## src/rtl/fifo_pkg.sv

```systemverilog
// Shared parameters for the per-lane input FIFOs and the round-robin arbiter they feed.
package fifo_pkg;

    localparam int DEF_WORD_SIZE        = 12;
    localparam int DEF_ADDR_SIZE        = 3;
    localparam int DEF_ALMOST_FULL_LVL  = 6;
    localparam int DEF_ALMOST_EMPTY_LVL = 2;
    localparam int NUM_FIFOS            = 4;

    // Occupancy-derived status, decoded from the registered count only.
    typedef struct packed {
        logic empty;
        logic full;
        logic almost_full;
        logic almost_empty;
    } fifo_flags_t;

endpackage

```

## src/rtl/fifo_mem.sv

```systemverilog
// Dual-port register file: synchronous write cleared by reset, asynchronous read.
module fifo_mem
    import fifo_pkg::*;
#(
    parameter int WIDTH = DEF_WORD_SIZE,
    parameter int ADDR  = DEF_ADDR_SIZE
) (
    input  logic             i_clk,
    input  logic             i_reset,
    input  logic             i_we,
    input  logic [ADDR-1:0]  i_waddr,
    input  logic [WIDTH-1:0] i_wdata,
    input  logic [ADDR-1:0]  i_raddr,
    output logic [WIDTH-1:0] o_rdata
);

    localparam int DEPTH = 1 << ADDR;

    logic [WIDTH-1:0] r_mem [DEPTH];

    always_ff @(posedge i_clk) begin
        if (i_reset) begin
            for (int i = 0; i < DEPTH; i++) begin
                r_mem[i] <= '0;
            end
        end else if (i_we) begin
            r_mem[i_waddr] <= i_wdata;
        end
    end

    assign o_rdata = r_mem[i_raddr];

endmodule

```

## src/rtl/fifo_entrada.sv

```systemverilog
// First-word-fall-through lane FIFO in front of the round-robin arbiter, with
// count-based full/empty, threshold flags and a sticky overflow/underflow error.
module fifo_entrada
    import fifo_pkg::*;
#(
    parameter int WORD_SIZE        = DEF_WORD_SIZE,
    parameter int ADDR_SIZE        = DEF_ADDR_SIZE,
    parameter int ALMOST_FULL_LVL  = DEF_ALMOST_FULL_LVL,
    parameter int ALMOST_EMPTY_LVL = DEF_ALMOST_EMPTY_LVL
) (
    input  logic                 clk,
    input  logic                 reset,
    input  logic                 push,
    input  logic [WORD_SIZE-1:0] data_in,
    input  logic                 pop,
    output logic [WORD_SIZE-1:0] data_out,
    output logic                 empty,
    output logic                 full,
    output logic                 almost_full,
    output logic                 almost_empty,
    output logic                 error,
    output logic [ADDR_SIZE:0]   count
);

    localparam int                 DEPTH     = 1 << ADDR_SIZE;
    localparam logic [ADDR_SIZE:0] CNT_DEPTH = (ADDR_SIZE+1)'(DEPTH);
    localparam logic [ADDR_SIZE:0] CNT_AF    = (ADDR_SIZE+1)'(ALMOST_FULL_LVL);
    localparam logic [ADDR_SIZE:0] CNT_AE    = (ADDR_SIZE+1)'(ALMOST_EMPTY_LVL);
    localparam logic [ADDR_SIZE:0] CNT_ONE   = (ADDR_SIZE+1)'(1);
    localparam logic [ADDR_SIZE-1:0] PTR_ONE = ADDR_SIZE'(1);

    logic [ADDR_SIZE-1:0] r_wr_ptr;
    logic [ADDR_SIZE-1:0] r_rd_ptr;
    logic [ADDR_SIZE:0]   r_count;
    logic                 r_error;

    logic [ADDR_SIZE:0]   w_count_nxt;
    logic [WORD_SIZE-1:0] w_rdata;
    logic                 w_push_ok;
    logic                 w_pop_ok;
    logic                 w_overflow;
    logic                 w_underflow;
    fifo_flags_t          w_flags;

    // Handshake: push and pop are requests sampled on the rising edge. A pop is
    // accepted whenever the FIFO holds a word; a push is accepted when not full,
    // or when full and a pop is accepted in the same cycle. data_out is valid
    // whenever empty is 0 and is the word a pop in that cycle removes.
    assign w_pop_ok    = pop && !w_flags.empty;
    assign w_push_ok   = push && (!w_flags.full || pop);
    assign w_overflow  = push && w_flags.full && !pop;
    assign w_underflow = pop && w_flags.empty;

    assign w_flags.empty        = (r_count == '0);
    assign w_flags.full         = (r_count == CNT_DEPTH);
    assign w_flags.almost_full  = (r_count >= CNT_AF);
    assign w_flags.almost_empty = (r_count <= CNT_AE);

    always_comb begin
        w_count_nxt = r_count;
        case ({w_push_ok, w_pop_ok})
            2'b10:   w_count_nxt = r_count + CNT_ONE;
            2'b01:   w_count_nxt = r_count - CNT_ONE;
            default: w_count_nxt = r_count;
        endcase
    end

    always_ff @(posedge clk) begin
        if (reset) begin
            r_wr_ptr <= '0;
            r_rd_ptr <= '0;
            r_count  <= '0;
            r_error  <= 1'b0;
        end else begin
            if (w_push_ok) begin
                r_wr_ptr <= r_wr_ptr + PTR_ONE;
            end
            if (w_pop_ok) begin
                r_rd_ptr <= r_rd_ptr + PTR_ONE;
            end
            r_count <= w_count_nxt;
            if (w_overflow || w_underflow) begin
                r_error <= 1'b1;
            end
        end
    end

    fifo_mem #(
        .WIDTH (WORD_SIZE),
        .ADDR  (ADDR_SIZE)
    ) u_mem (
        .i_clk   (clk),
        .i_reset (reset),
        .i_we    (w_push_ok),
        .i_waddr (r_wr_ptr),
        .i_wdata (data_in),
        .i_raddr (r_rd_ptr),
        .o_rdata (w_rdata)
    );

    // The arbiter samples data_out in the cycle it raises pop, so it must not lag.
    assign data_out     = w_flags.empty ? '0 : w_rdata;
    assign empty        = w_flags.empty;
    assign full         = w_flags.full;
    assign almost_full  = w_flags.almost_full;
    assign almost_empty = w_flags.almost_empty;
    assign error        = r_error;
    assign count        = r_count;

endmodule

```

## config.mk

```make
export PLATFORM = sky130hd
export DESIGN_NAME = fifo_entrada
export DESIGN_NICKNAME = d
export VERILOG_FILES = /design/src/rtl/fifo_pkg.sv /design/src/rtl/fifo_mem.sv /design/src/rtl/fifo_entrada.sv
export SDC_FILE = /design/constraint.sdc
export NUM_CORES = 1
export LEC_CHECK = 0
export ABC_AREA = 1
export ABC_CLOCK_PERIOD_IN_PS = 4300
export CELL_PAD_IN_SITES_DETAIL_PLACEMENT = 1
export CELL_PAD_IN_SITES_GLOBAL_PLACEMENT = 2
export CORE_MARGIN = 1
export CORE_UTILIZATION = 40
export CTS_CLUSTER_DIAMETER = 200
export DETAILED_ROUTE_END_ITERATION = 6
export PLACE_DENSITY_LB_ADDON = 0.1
export SLEW_MARGIN = 40
export SYNTH_ARGS = -nofsm -noshare
export SYNTH_HDL_FRONTEND = slang
export SYNTH_SLANG_ARGS = --single-unit
```

## constraint.sdc

```tcl
create_clock -name clk -period 4.3 [get_ports clk]
set_input_delay 0.86 -clock clk [delete_from_list [all_inputs] [get_ports clk]]
set_output_delay 0.86 -clock clk [all_outputs]
set_load 0.005 [all_outputs]
```

==> impl_metrics.yaml <==
power_and_ir_drop:
  irDropWorstVdd_uv: 220
  power_leakage_nw: 2.30
  power_density_nw_per_um2: 552
  p_total_mw: 3.20
die:
  die_w_um: 114
  start_util: 0.414
  die_area_um2: 13000
  ioPinCount: 37
  rows: 40
  core_area_um2: 12100
  die_height_um: 114
logic_synthesis:
  async_flop_share: 0
  synth_seq_cells: 110
  syn_avg_cell_area_um2: 9.70
  yosysWarnings: 0
  synth.distinct_cells: 21
  syn_area_um2: 5020
  syn_inst: 517
  synth.most_common_cell: "nor2_1"
  synth_area_leader_cell: "edfxtp_1"
  yosysTopAreaCellShare: 0.575
  yosys-top-cells-area: "edfxtp_1, nor2_1, o21ai_0"
  ys.flop_type: "edfxtp_1"
  ys_seq_area_frac: 0.630
  ys_top_cells_by_count: "nor2_1, edfxtp_1, o21ai_0, inv_1, nand2_1"
  synth_nets: 538
  synth_edf_count: 96
cts:
  clock-sinks: 110
  cts_root_buf: "clkbuf_16"
  htreeDepth: 3
  numCtsBuffers: 9
  hold_buffers: 0
  cts_tree: "done"
  cts_buffer_depth: 2
  clkTransAtPathRegs_ps: 70
  post_cts_buffers: 0
  insertion_delay_ps: 350
  post_cts_resize_count: 0
sta:
  finalHoldViolations: 0
  min_period_ps: 3520
  max_freq_ghz: 0.284
  fin_crit_sh: 0.819
  max_slew_margin: 0.613
  slew_viol_final: 0
  rsz0062_at_grt: "no"
  worstMarginPinSlew_ps: 579
  finalSetupViolations: 0
  hold_ws_ps: 456
  fin_worst_skew_ps: 5.28
  setup-tns-final_ps: 0
setup_path:
  cp.arrival_ps: 2660
  end_kind: "output port"
  criticalPathCategory: "register to output port"
  start_kind: "register"
  required_ps: 3440
  crit_path_max_fanout: 38
global_routing:
  grt_max_degree: 39
  grt_pass1_wl_mm: 22.8
  gr-usage-all-layers: 0.244
  antenna_found_initial: 0
  grt_pass1_vias: 3804
  grt-ovfl-total: 0
layout:
  num-nets-final: 562
  utilization: 0.478
  diodes: 0
  drive_above_1_share: 0.0587
  area_delta_synth_final_pct: 15.4
routing:
  drt_iter0_markers: 258
  finalWirelength_mm: 14.9
  avgRoutedWirePerCell_um: 20.8
  firstDrtPassIters: 5
  drc: 0
  vias: 3723
  ant_nets: 0
  vias_per_cell: 5.22
worst_hold_path:
  holdCritPathClass: "register to register"
outcome:
  status: "finished, final reports clean"
place:
  port_buffers: 36
  place_congestion: 0.765
  post-dp-hpwl_mm: 10.3
flow_run:
  drv_cap: 0
area by class of cell:
class	instances	area [um2]
Sequential cell	110	3170
Tap cell	168	210
Fill cell	1401	6320
Multi-Input combinational cell	344	1600
Inverter	36	135
Clock inverter	6	61.3
Clock buffer	9	225
Timing Repair Buffer	40	390
path summary, 6_finish.rpt:
kind / start / to / slack, ps / cells after the start
max: register / data_out[1] / 780 / 6
min: r_rd_ptr[2] / register / 460 / 2
max reg2reg: count[1] / count[2] / 1720 / 13
min reg2reg: r_rd_ptr[2] / register / 460 / 2
power breakdown:
| part | total (mW) | switching (mW) | internal [mW] | leakage, nW |
|---|---|---|---|---|
| Sequential | 1.36 | 0.107 | 1.25 | 1.11 |
| Clock | 0.832 | 0.382 | 0.449 | 0.143 |
| Combinational | 1.01 | 0.591 | 0.417 | 1.04 |
| Total | 3.20 | 1.08 | 2.12 | 2.30 |
critical path: stages, from the launching register on:
cell,delay [ps]
dfxtp_1,610
buf_4,430
o21ai_0,180
o211ai_1,230
nand2_1,90
nor2_1,220
clkdlybuf4s50_1,550
registers in the layout, indices dropped and copies added (netlist names), named ones only:
signal	cells
u_mem.r_mem	96
count	4
r_rd_ptr	3
r_wr_ptr	3
error	1
through the flow:
stage / instance area, um2 / cells / setup slack, ps
finish: 5790 / 713 / 778
global route: 5790 / 713 / 611
CTS: 5790 / 713 / 742
detailed placement: 5500 / 698 / 1160
global placement: 5500 / 698 / 1140
floorplan: 5020 / 517 / 2050
kinds of logic after synthesis:
group	Yosys count	synth area share
AND/OR/NAND/NOR	244	0.201
buffers and inverters	63	0.0506
AO/OA/AOI/OAI	93	0.102
flip-flops	110	0.630
XOR/XNOR	2	0.00349
adder cells (fa/ha/maj)	5	0.0125
cell usage in the layout, fill, tap and decap left out:
master,instances
nand2_1,34
a21oi_1,10
edfxtp_1,96
ha_1,5
nor2_8,1
o211ai_1,12
bufinv_16,1
clkbuf_16,9
nor4_1,1
inv_2,1
dfxtp_2,2
o22ai_1,13
nand3_1,5
nand3_2,8
clkinv_1,1
clkinv_2,2
inv_6,2
buf_4,4
nor3_1,1
nand2_4,1
inv_1,35
nor2_1,192
o21ai_0,58
xnor2_1,2
dfxtp_1,12
nand4_2,1
clkdlybuf4s50_1,36
metal layers:
metal	global-route usage	wire (um)	vias to the layer above
met4	0.0658	174	0
met2	0.390	7100	108
met1	0.351	6620	1818
li1	-	-	1787
met3	0.0313	951	10
met5	0	0	-
Note: power is estimated with default switching activity, not from simulation.
